`src/rtl/note_sequencer.sv`:
```
// note_sequencer: plays a latched 8-slot note pattern on piezo/LED with tick-timed note and gap phases.
// It also echoes keypad presses on the same outputs when no playback is running.
// Ports:
//   clk, reset      - clock; asynchronous active-high reset
//   i_pattern[31:0] - slot i note is i_pattern[4i+3:4i]
//   i_length[3:0]   - number of slots to play (0 = empty, >8 clamps to 8)
//   i_start         - one-cycle request to begin playback
//   i_abort         - stops any activity on the next cycle
//   i_key_valid     - one-cycle keypad strobe; i_key_code[3:0] is the pressed note
//   o_piezo_out     - note driven to the piezo (0 = silent)
//   o_led_out       - mirrors o_piezo_out
//   o_busy          - high while in NOTE or GAP
//   o_note_index    - slot currently playing
//   o_done          - one-cycle pulse when playback completes
//   o_key_accepted  - one-cycle pulse when a key is echoed
//   o_key_dropped   - one-cycle pulse when a key is refused
// Build option NOTE_SEQ_PAUSE_EN adds i_pause, which freezes timing and silences
// the piezo while playback is in NOTE or GAP.
module note_sequencer #(
    parameter int TICK_DIV   = 5000000,
    parameter int NOTE_TICKS = 2,
    parameter int GAP_TICKS  = 1,
    parameter int ECHO_TICKS = 1
) (
    input  logic        clk,
    input  logic        reset,
    input  logic [31:0] i_pattern,
    input  logic [3:0]  i_length,
    input  logic        i_start,
    input  logic        i_abort,
    input  logic        i_key_valid,
    input  logic [3:0]  i_key_code,
`ifdef NOTE_SEQ_PAUSE_EN
    input  logic        i_pause,
`endif
    output logic [3:0]  o_piezo_out,
    output logic [3:0]  o_led_out,
    output logic        o_busy,
    output logic [2:0]  o_note_index,
    output logic        o_done,
    output logic        o_key_accepted,
    output logic        o_key_dropped
);
    localparam int TW   = (TICK_DIV > 1) ? $clog2(TICK_DIV) : 1;
    localparam int PMAX = (NOTE_TICKS > GAP_TICKS) ? ((NOTE_TICKS > ECHO_TICKS) ? NOTE_TICKS : ECHO_TICKS)
                                                   : ((GAP_TICKS > ECHO_TICKS) ? GAP_TICKS : ECHO_TICKS);
    localparam int PW   = $clog2(PMAX + 1);

    typedef enum logic [1:0] {IDLE, NOTE, GAP, ECHO} state_t;

    state_t      r_state, w_state_nxt;
    logic [TW-1:0] r_tick_cnt;
    logic [PW-1:0] r_phase;
    logic [31:0] r_pattern;
    logic [3:0]  r_len;
    logic [2:0]  r_index, w_index_nxt, w_idx_inc;
    logic [3:0]  r_piezo, w_piezo_nxt, w_len_clamp, w_slot_cur, w_slot_inc;
    logic        r_busy, r_done, r_acc, r_drop;
    logic        w_done_nxt, w_acc_nxt, w_drop_nxt;
    logic        w_restart, w_enter, w_latch, w_tick, w_pause;

`ifdef NOTE_SEQ_PAUSE_EN
    assign w_pause = i_pause && (r_state == NOTE || r_state == GAP);
`else
    assign w_pause = 1'b0;
`endif

    assign w_tick      = (r_tick_cnt == TW'(TICK_DIV - 1));
    assign w_len_clamp = (i_length > 4'd8) ? 4'd8 : i_length;
    assign w_idx_inc   = r_index + 3'd1;
    assign w_slot_cur  = r_pattern[{r_index, 2'b00} +: 4];
    assign w_slot_inc  = r_pattern[{w_idx_inc, 2'b00} +: 4];

    always_comb begin
        w_state_nxt = r_state;
        w_index_nxt = r_index;
        w_piezo_nxt = r_piezo;
        w_done_nxt  = 1'b0;
        w_acc_nxt   = 1'b0;
        w_drop_nxt  = 1'b0;
        w_restart   = 1'b0;
        w_enter     = 1'b0;
        w_latch     = 1'b0;
        if (i_abort) begin
            w_state_nxt = IDLE;
            w_index_nxt = 3'd0;
            w_piezo_nxt = 4'd0;
            w_drop_nxt  = i_key_valid;
            w_enter     = 1'b1;
        end else begin
            case (r_state)
                IDLE, ECHO: begin
                    if (i_start) begin
                        // start outranks a simultaneous key, which is refused
                        w_drop_nxt  = i_key_valid;
                        w_enter     = 1'b1;
                        w_index_nxt = 3'd0;
                        if (w_len_clamp != 4'd0) begin
                            w_state_nxt = NOTE;
                            w_piezo_nxt = i_pattern[3:0];
                            w_latch     = 1'b1;
                            w_restart   = 1'b1;
                        end else begin
                            w_state_nxt = IDLE;
                            w_piezo_nxt = 4'd0;
                            w_done_nxt  = 1'b1;
                        end
                    end else if (i_key_valid) begin
                        w_state_nxt = ECHO;
                        w_piezo_nxt = i_key_code;
                        w_acc_nxt   = 1'b1;
                        w_restart   = 1'b1;
                        w_enter     = 1'b1;
                    end else if (r_state == ECHO && w_tick && r_phase == PW'(ECHO_TICKS - 1)) begin
                        w_state_nxt = IDLE;
                        w_piezo_nxt = 4'd0;
                        w_enter     = 1'b1;
                    end
                end
                NOTE: begin
                    w_drop_nxt = i_key_valid;
                    if (!w_pause && w_tick && r_phase == PW'(NOTE_TICKS - 1)) begin
                        w_state_nxt = GAP;
                        w_piezo_nxt = 4'd0;
                        w_enter     = 1'b1;
                    end else begin
                        w_piezo_nxt = w_pause ? 4'd0 : w_slot_cur;
                    end
                end
                default: begin
                    w_drop_nxt  = i_key_valid;
                    w_piezo_nxt = 4'd0;
                    if (!w_pause && w_tick && r_phase == PW'(GAP_TICKS - 1)) begin
                        w_enter = 1'b1;
                        if ({1'b0, r_index} == r_len - 4'd1) begin
                            w_state_nxt = IDLE;
                            w_index_nxt = 3'd0;
                            w_done_nxt  = 1'b1;
                        end else begin
                            w_state_nxt = NOTE;
                            w_index_nxt = w_idx_inc;
                            w_piezo_nxt = w_slot_inc;
                        end
                    end
                end
            endcase
        end
    end

    always_ff @(posedge clk or posedge reset) begin
        if (reset) begin
            r_state    <= IDLE;
            r_tick_cnt <= '0;
            r_phase    <= '0;
            r_pattern  <= '0;
            r_len      <= '0;
            r_index    <= '0;
            r_piezo    <= '0;
            r_busy     <= 1'b0;
            r_done     <= 1'b0;
            r_acc      <= 1'b0;
            r_drop     <= 1'b0;
        end else begin
            r_state    <= w_state_nxt;
            r_index    <= w_index_nxt;
            r_piezo    <= w_piezo_nxt;
            r_busy     <= (w_state_nxt == NOTE) || (w_state_nxt == GAP);
            r_done     <= w_done_nxt;
            r_acc      <= w_acc_nxt;
            r_drop     <= w_drop_nxt;
            r_tick_cnt <= w_restart ? '0 : w_pause ? r_tick_cnt : w_tick ? '0 : r_tick_cnt + 1'b1;
            r_phase    <= w_enter ? '0 : (w_tick && !w_pause) ? r_phase + 1'b1 : r_phase;
            if (w_latch) begin
                r_pattern <= i_pattern;
                r_len     <= w_len_clamp;
            end
        end
    end

    assign o_piezo_out    = r_piezo;
    assign o_led_out      = r_piezo;
    assign o_busy         = r_busy;
    assign o_note_index   = r_index;
    assign o_done         = r_done;
    assign o_key_accepted = r_acc;
    assign o_key_dropped  = r_drop;
endmodule

```
`config.mk`:
```
export PLATFORM = sky130hd
export DESIGN_NAME = note_sequencer
export DESIGN_NICKNAME = d
export VERILOG_FILES = /design/src/rtl/note_sequencer.sv
export SDC_FILE = /design/constraint.sdc
export NUM_CORES = 1
export LEC_CHECK = 0
export ABC_AREA = 0
export CAP_MARGIN = 20
export CORE_MARGIN = 2
export CORE_UTILIZATION = 30
export CTS_CLUSTER_DIAMETER = 40
export CTS_CLUSTER_SIZE = 16
export DETAILED_ROUTE_END_ITERATION = 8
export PLACE_DENSITY = 0.45
export REMOVE_ABC_BUFFERS = 1
export SETUP_SLACK_MARGIN = 0.3
export SYNTH_ARGS = -nofsm -noshare
export SYNTH_HDL_FRONTEND = slang
export SYNTH_SLANG_ARGS = --single-unit
```
`constraint.sdc`:
```
create_clock -name clk -period 4.3 [get_ports clk]
set_clock_uncertainty 0.1 [all_clocks]
set_input_delay 1.075 -clock clk [delete_from_list [all_inputs] [get_ports clk]]
set_output_delay 1.075 -clock clk [all_outputs]
set_load 0.005 [all_outputs]
```
==> results.toml, run 1 <==
[grt]
grt_pass1_wl_um = 17720
antenna_found_initial = 0
met3_usage_pct = 2.585
track_usage_pct = 15.40
grt_max_degree = 75
grt.met1_usage_pct = 21.62
grt_pass1_vias = 3407
grt_overflow = 0
use_met2_pct = 23.46
grt-busiest-layer = "met2"

[logic_synthesis]
synth_edf_count = 0
synthArstFlopShare_pct = 100.0
synth_fa_ha_area_share_pct = 2.419
synth_top_family_by_area = "simple AND/OR/NAND/NOR gates"
synthCells = 439
synthesis.area_um2 = 4138
synth_compound_area_share_pct = 6.894
synth.distinct_cells = 49
synth_seq_cells = 74
synth.area.mux_share_pct = 11.52
syn_avg_cell_area_um2 = 9.425
synth_seq_area_share_pct = 44.75
ys.flop_type = "dfrtp_1"
synthSimpleGateAreaFrac_pct = 24.92
synthXorXnorAreaFrac_pct = 5.292
yosys_warnings = 0

[timing]
final_max_slew_viol_count = 0
post-route-period-util_pct = 71.31
worst-slew-pin-transition_ps = 976.3
finalHoldViolCount = 0
tns_ps = 0
fin_hold_ws_ps = 392.5
rsz0062_at_grt = "false"
worst_slack_ps = 1234
setup_violations = 0
min_period_ps = 3066
fmax_ghz = 0.3261
slew_headroom_pct = 34.31

[cts]
cts.clk_slew.worst_paths_ps = 60
cts_hold_buffers = 0
clockBufferDepth = 2
cts_sinks = 74
ctsRootBufferMaster = "clkbuf_16"
cts_buffers = 9
clock_latency_ps = 350
post_cts_resized = 0
cts_tree = "done"
postCtsSetupBuffers = 0
htreeDepth = 3

[worst_setup_path]
criticalPathCategory = "input port to flop"
end_kind = "flop"
slowest_stage = "or3_1"
crit_family = "simple AND/OR/NAND/NOR gates"
path_cells = "clkdlybuf4s50_1 > nor2b_1 > and2_1 > or3_1 > nor2_1"
critPathLaunchType = "input port"
crit_buf_inv = 1
required_ps = 4390
critPathArrivalTime_ps = 3150
max_stage_delay_ps = 680
worst-path-max-fanout = 23

[layout]
final_core_util_pct = 39.33
drive_gt1_share_pct = 10.08
areaGrowthSynthToFinish_pct = 26.88
fin_nets = 544
insertedDiodeCount = 0

[pwr]
powerDensity_nw_per_um2 = 550.9
ir_worst_vdd_mv = 0.2051
power_leakage_nw = 2.213

[floorplanning]
chipWidth_um = 121.4
io_pins = 60
die_height_um = 121.4
start_util_pct = 31.00
core_area_um2 = 13350
rows = 42
die_area_um2 = 14750

[route]
vias = 3332
ant_nets = 0
viasPerCell = 4.958
drtIter0Drc = 217
drc = 0
wl_per_cell_um = 15.71
routed_wl_um = 10560
firstDrtPassIters = 4

[placed_design]
port_buffers = 59
pre_cts_ws_ps = 882.3
gp_congestion = 0.7798
dp_hpwl_um = 7154

[outcome]
outcome = "complete, no violations"

[run]
drv_cap = 0

[worst_hold_path]
min_path_type = "flop to flop"
==> layer usage <==
metal,up-vias,wire (um)
met3,15,383
met2,74,4806
met4,0,195
met5,-,0
met1,1638,5171
li1,1605,-
==> stage by stage <==
stage,total power [mW],cell area [um^2],instances
after global routing,3.082,5250,672
final,2.892,5250,672
after floorplan,1.645,4016,416
after detailed placement,1.964,4882,656
after CTS,2.915,5250,672
after global placement,1.946,4882,656
==> cell usage after synthesis (2+ instances only) <==
cell,count,area (um^2)
buf_2,3,15.01
mux4_2,16,360.4
nand2b_1,2,12.51
nand3_1,10,50.05
buf_4,6,45.04
mux2_2,5,56.30
nand4_1,8,50.05
nor4_1,7,43.79
nor2_1,40,150.1
o211ai_1,5,37.54
nor2b_1,3,18.77
a22o_1,9,78.83
mux2i_1,6,60.06
inv_1,14,52.55
nand2_1,122,457.9
nand4b_1,2,17.52
nor3_1,10,50.05
a21oi_1,8,40.04
dfrtp_1,74,1852
xor2_1,7,61.31
nand3b_1,2,15.01
or3_1,5,31.28
ha_1,8,100.1
o21ai_0,11,55.05
xnor2_1,18,157.7
and3_1,4,25.02
clkbuf_1,12,45.04
==> final timing paths <==
path	startpoint	end	slack [ps]	cells after the start
min in group asynchronous	reset	r_pattern[24]$_DFFE_PP0P_	1040	3
max	i_start	r_tick_cnt[3]$_DFF_PP0_	1230	5
max in group asynchronous	reset	r_tick_cnt[17]$_DFF_PP0_	2740	3
min reg2reg	r_pattern[8]$_DFFE_PP0P_	r_pattern[8]$_DFFE_PP0P_	390	2
max reg2reg	r_tick_cnt[0]$_DFF_PP0_	r_tick_cnt[3]$_DFF_PP0_	1570	6
min	r_pattern[8]$_DFFE_PP0P_	r_pattern[8]$_DFFE_PP0P_	390	2
==> kinds of logic after synthesis <==
group                      after synthesis
DFF                                     74
muxes                                   27
AOI/OAI and AO/OA                       42
and+or+nand+nor                        226
buffers and inverters                   37
xor gates and xnor gates                25
adders and majority gates                8
==> flip-flops by register name, indices dropped and copies added, names as in the netlist <==
register        flops
r_phase             2
o_note_index        3
r_len               4
o_key_accepted      1
r_pattern          32
o_done              1
o_busy              1
r_state             2
r_tick_cnt         23
o_led_out           4
o_key_dropped       1
==> power breakdown <==
group,internal [mW],switching (mW),total (mW)
sequential,0.903,0.167,1.07
combinational,0.435,0.447,0.881
clock,0.641,0.300,0.941
total,1.98,0.914,2.89
==> layout make-up <==
class | count | area (um^2)
clock buffers | 11 | 242.7
clock inverters | 5 | 125.1
fillers | 1369 | 8098
inverters | 14 | 52.55
multi-input cells | 328 | 2117
flip-flops and latches | 74 | 1852
well taps | 176 | 220.2
repair buffers | 64 | 640.6
==> layout by cell type, fill, tap and decap left out, types with 6 or more instances in the layout <==
cell type          n
nand2_1          122
dfrtp_1           74
clkdlybuf4s50_1   59
nor2_1            40
xnor2_1           18
mux4_2            16
inv_1             13
o21ai_0           11
nand3_1           10
nor3_1             9
a22o_1             9
clkbuf_16          9
nand4_1            8
a21oi_1            8
ha_1               8
nor4_1             7
xor2_1             7
mux2i_1            6
==> worst register-to-register path, stage by stage, from the launching register on <==
cell and delay (ps):
dfrtp_1 390, ha_1 220, nand3_1 110, or4_4 600, nor3_1 320, or3_1 720
nor2_1 120
(Power assumes the default switching activity.)
==> run 2, diff against run 1 <==
Settings changed: PLACE_DENSITY 0.45 to 0.47.
Clock period 4.3 ns to 2.7 ns, I/O delays scaled along.
==> results.toml, run 2 (synthesis results as in run 1) <==
[outcome]
outcome = "complete, no violations"

[cts]
ctsRootBufferMaster = "clkbuf_16"
cts.clk_slew.worst_paths_ps = 60
clock_latency_ps = 340
cts_buffers = 9
htreeDepth = 3
cts_tree = "done"
cts_sinks = 74
clockBufferDepth = 2
cts_hold_buffers = 0

[worst_setup_path]
required_ps = 2860
criticalPathCategory = "flop to flop"
worst-path-max-fanout = 5
critPathLaunchType = "flop"
critPathArrivalTime_ps = 2490
r2r_start = "r_tick_cnt[0]$_DFF_PP0_"
critPathLaunch = "r_tick_cnt[0]$_DFF_PP0_"
end_kind = "flop"

[floorplanning]
chipWidth_um = 121.4
io_pins = 60
rows = 42
core_area_um2 = 13350
die_area_um2 = 14750
start_util_pct = 31.00
die_height_um = 121.4

[timing]
final_max_slew_viol_count = 0
rsz0062_at_grt = "true"
slew_headroom_pct = 58.30
worst-slew-pin-transition_ps = 623.4
fmax_ghz = 0.4291
finalHoldViolCount = 0
min_period_ps = 2330
fin_hold_ws_ps = 392.8
post-route-period-util_pct = 86.31
setup_violations = 0

[route]
wl_met2_um = 5053
ant_nets = 0
viasPerCell = 4.915
highest_layer = "met4"
vias = 3367
drc = 0
wl_met1_um = 5096
drtIter0Drc = 129
wl_per_cell_um = 15.58
firstDrtPassIters = 4
met3WireLength_um = 365
routed_wl_um = 10670

[grt]
antenna_found_initial = 0
grt_overflow = 0
grt_pass1_wl_um = 17620
grt_max_degree = 36
track_usage_pct = 15.40
grt_pass1_vias = 3441

[pwr]
power_leakage_nw = 2.264
ir_worst_vdd_mv = 0.3130
powerDensity_nw_per_um2 = 822.0

[worst_hold_path]
min_path_type = "flop to flop"
hp-start = "r_pattern[15]$_DFFE_PP0P_"

[layout]
fin_nets = 557
most-common-layout-cells = "nand2_1, dfrtp_1, clkdlybuf4s50_1"
layout.cells.non_filler = 685
areaGrowthSynthToFinish_pct = 30.48
largest_reg_flops = 32
regMostFlops = "r_pattern"
insertedDiodeCount = 0
drive_gt1_share_pct = 14.15
reg.largest.list = "r_pattern x32, r_tick_cnt x23"
final_common_cell = "nand2_1"

[placed_design]
gp_congestion = 0.8076
dp_cells = 666
port_buffers = 59
dp_hpwl_um = 7560

[run]
drv_cap = 0
run 2: cell count changes in the layout (fill, tap and decap cells not counted), sizes merged:
| cell | previous run | this run |
|---|---|---|
| bufinv | 4 | 1 |
| clkinvlp | 0 | 1 |
| clkinv | 1 | 3 |
| buf | 5 | 17 |
| or4 | 2 | 3 |
run 2: metrics by stage:
step                total power [mW]  area [um^2]  setup TNS, ps  util [%]  setup slack (ps)
detailed placement             3.200         4995              0     37.42             152.4
finish                         4.438         5399              0     40.45             369.6
floorplan                      2.619         4016         -36520         -            -982.3
CTS                            4.462         5310              0     39.78             307.3
global placement               3.175         4995              0     37.42             153.9
global route                   4.768         5399              0     40.45             251.9
run 2: final timing paths:
| check | endpoint | slack, ps | cells past startpoint |
|---|---|---|---|
| setup / recovery | o_busy$_DFF_PP0_ | 370 | 7 |
| hold / removal | r_pattern[15]$_DFFE_PP0P_ | 390 | 2 |
| setup reg to reg | o_busy$_DFF_PP0_ | 370 | 7 |
| hold reg to reg | r_pattern[15]$_DFFE_PP0P_ | 390 | 2 |
| max in group asynchronous | r_tick_cnt[21]$_DFF_PP0_ | 1350 | 3 |
| min in group asynchronous | r_pattern[12]$_DFFE_PP0P_ | 610 | 2 |
run 2: cell type report:
cell class / instances / area, um^2
clock buffer: 11 / 252.7
tap: 176 / 220.2
clock inverter: 5 / 52.55
fill: 1390 / 7949
inverter: 14 / 52.55
sequential: 74 / 1853
timing repair buffer: 76 / 775.7
multi-input combinational: 329 / 2192
run 2: repair_timing:
action                     4_1_cts  5_1_grt
pin swaps                        0        1
setup endpoints to repair        5       33
buffers inserted                 0        2
gates cloned                     0        1
resized for setup                2       12
run 2: routing by layer:
layer  vias up  track usage (%)
met3        11            3.289
met1      1670            20.91
li1       1633                -
met5         -                0
met2        53            24.02
met4         0            6.034
run 2: critical path, cell delays in order, from the launching register on:
cell	delay (ps)
dfrtp_1	420
ha_4	180
nand3_4	100
or4_4	610
or3_4	420
a22oi_2	170
o21bai_1	110
mux2i_1	150
run 2: power by group:
part | internal [mW] | leakage (nW) | switching, mW
Combinational | 0.771 | 1.15 | 0.719
Clock | 0.761 | 0.151 | 0.472
Sequential | 1.44 | 0.965 | 0.277
Total | 2.97 | 2.26 | 1.47
==> run 3, diff against run 2 <==
Settings changed: CORE_UTILIZATION 30 to 35, PLACE_DENSITY 0.47 to 0.54.
==> results.toml, run 3 (synthesis results as in run 1) <==
[route]
wl_per_cell_um = 15.22
vias = 3347
firstDrtPassIters = 4
drc = 0
viasPerCell = 5.133
drtIter0Drc = 143
ant_nets = 0
routed_wl_um = 9922

[pwr]
power_leakage_nw = 2.272
fin_total_pwr_mw = 4.516
ir_worst_vdd_mv = 0.4825
powerDensity_nw_per_um2 = 842.6

[cts]
cts_buffers = 9
cts.clk_slew.worst_paths_ps = 60
ctsRootBufferMaster = "clkbuf_16"
cts_tree = "done"
clock_latency_ps = 340
clockBufferDepth = 2
cts_sinks = 74
htreeDepth = 3
cts_hold_buffers = 0

[worst_setup_path]
critPathLaunchType = "flop"
reg2regPathDepth = 7
worst-path-max-fanout = 9
critPathArrivalTime_ps = 1560
slowest_stage = "dfrtp_1"
required_ps = 1920
max_stage_delay_ps = 620
r2r_start = "r_tick_cnt[0]$_DFF_PP0_"
reg2reg_to = "o_busy$_DFF_PP0_"
end_kind = "primary output"
path_cells = "clkdlybuf4s50_1"
crit_family = "flip-flops"
reg2reg_slack_ps = 370
crit_buf_inv = 1
criticalPathCategory = "flop to primary output"

[floorplanning]
core_area_um2 = 11470
die_height_um = 112.7
rows = 39
die_area_um2 = 12710
start_util_pct = 36.08
chipWidth_um = 112.7
io_pins = 60

[grt]
met3_usage_pct = 2.785
grt.met1_usage_pct = 22.70
grt-busiest-layer = "met2"
grt_overflow = 0
antenna_found_initial = 0
track_usage_pct = 16.38
grt_pass1_vias = 3401
use_met2_pct = 25.35
grt_pass1_wl_um = 16600
grt_max_degree = 36

[timing]
post-route-period-util_pct = 86.39
slew_headroom_pct = 59.62
setup_violations = 0
worst_slack_ps = 367.4
worst-slew-pin-transition_ps = 603.7
fin_hold_ws_ps = 398.1
fmax_ghz = 0.4287
rsz0062_at_grt = "true"
final_max_slew_viol_count = 0
finalHoldViolCount = 0
min_period_ps = 2333

[layout]
layout.cells.non_filler = 652
final_common_cell = "nand2_1"
final_area_um2 = 5359
fin_nets = 557
areaGrowthSynthToFinish_pct = 29.51
most-common-layout-cells = "nand2_1, dfrtp_1, clkdlybuf4s50_1"
num-fill-cells = 1089
largest_reg_flops = 32
drive_gt1_share_pct = 14.34
insertedDiodeCount = 0
regMostFlops = "r_pattern"
reg.largest.list = "r_pattern x32, r_tick_cnt x23"

[placed_design]
port_buffers = 59
pre_cts_ws_ps = 58.19
place_area_um2 = 4941
dp_hpwl_um = 7075
dp_cells = 633
gp_congestion = 0.8298

[run]
drv_cap = 0

[worst_hold_path]
whs_path_depth = 2
hp-start = "r_pattern[20]$_DFFE_PP0P_"
whs_endpoint = "r_pattern[20]$_DFFE_PP0P_"
min_path_type = "flop to flop"

[outcome]
outcome = "complete, no violations"
run 3: timing repair:
action                     in CTS  in global routing
resized for setup               0                 13
setup endpoints to repair       0                 35
setup buffers                   0                  2
run 3: power by group:
| group | leakage, nW | switching, mW | internal, mW |
|---|---|---|---|
| clock network | 0.163 | 0.477 | 0.837 |
| registers | 0.967 | 0.268 | 1.44 |
| logic | 1.14 | 0.719 | 0.777 |
| total | 2.27 | 1.46 | 3.05 |
run 3: stage by stage:
step                      TNS, ps  util, %
after CTS                       0    45.94
final                           0    46.73
after floorplan            -36520        -
after detailed placement        0    43.09
after global routing            0    46.73
after global placement          0    43.09
run 3: layout make-up:
type / count / area [um^2] / share of cell area, %
clock buffers: 10 / 239.0 / 4.459
repair buffers: 76 / 759.5 / 14.17
multi-input cells: 329 / 2190 / 40.86
clock inverters: 6 / 87.58 / 1.634
well taps: 143 / 178.9 / 3.339
flip-flops and latches: 74 / 1852 / 34.56
inverters: 14 / 52.55 / 0.9806
run 3: how the worst max path moves through the flow:
stage | start | to | slack, ps | cells after the start
floorplan | r_state[0]$_DFF_PP0_ | r_tick_cnt[10]$_DFF_PP0_ | -980 | 6
CTS | o_note_index[0]$_DFFE_PP0P_ | o_note_index[0] | 320 | 2
finish | o_note_index[2]$_DFFE_PP0P_ | o_note_index[2] | 370 | 1
global route | r_tick_cnt[0]$_DFF_PP0_ | o_busy$_DFF_PP0_ | 250 | 7
global placement | i_start | o_busy$_DFF_PP0_ | 140 | 6
detailed placement | i_start | r_len[2]$_DFFE_PP0P_ | 60 | 6
run 3: metal layers:
layer | vias up | share of wire, %
li1 | 1641 | -
met1 | 1626 | 49
met2 | 65 | 46
met3 | 15 | 3.8
met4 | 0 | 1.7
met5 | - | 0
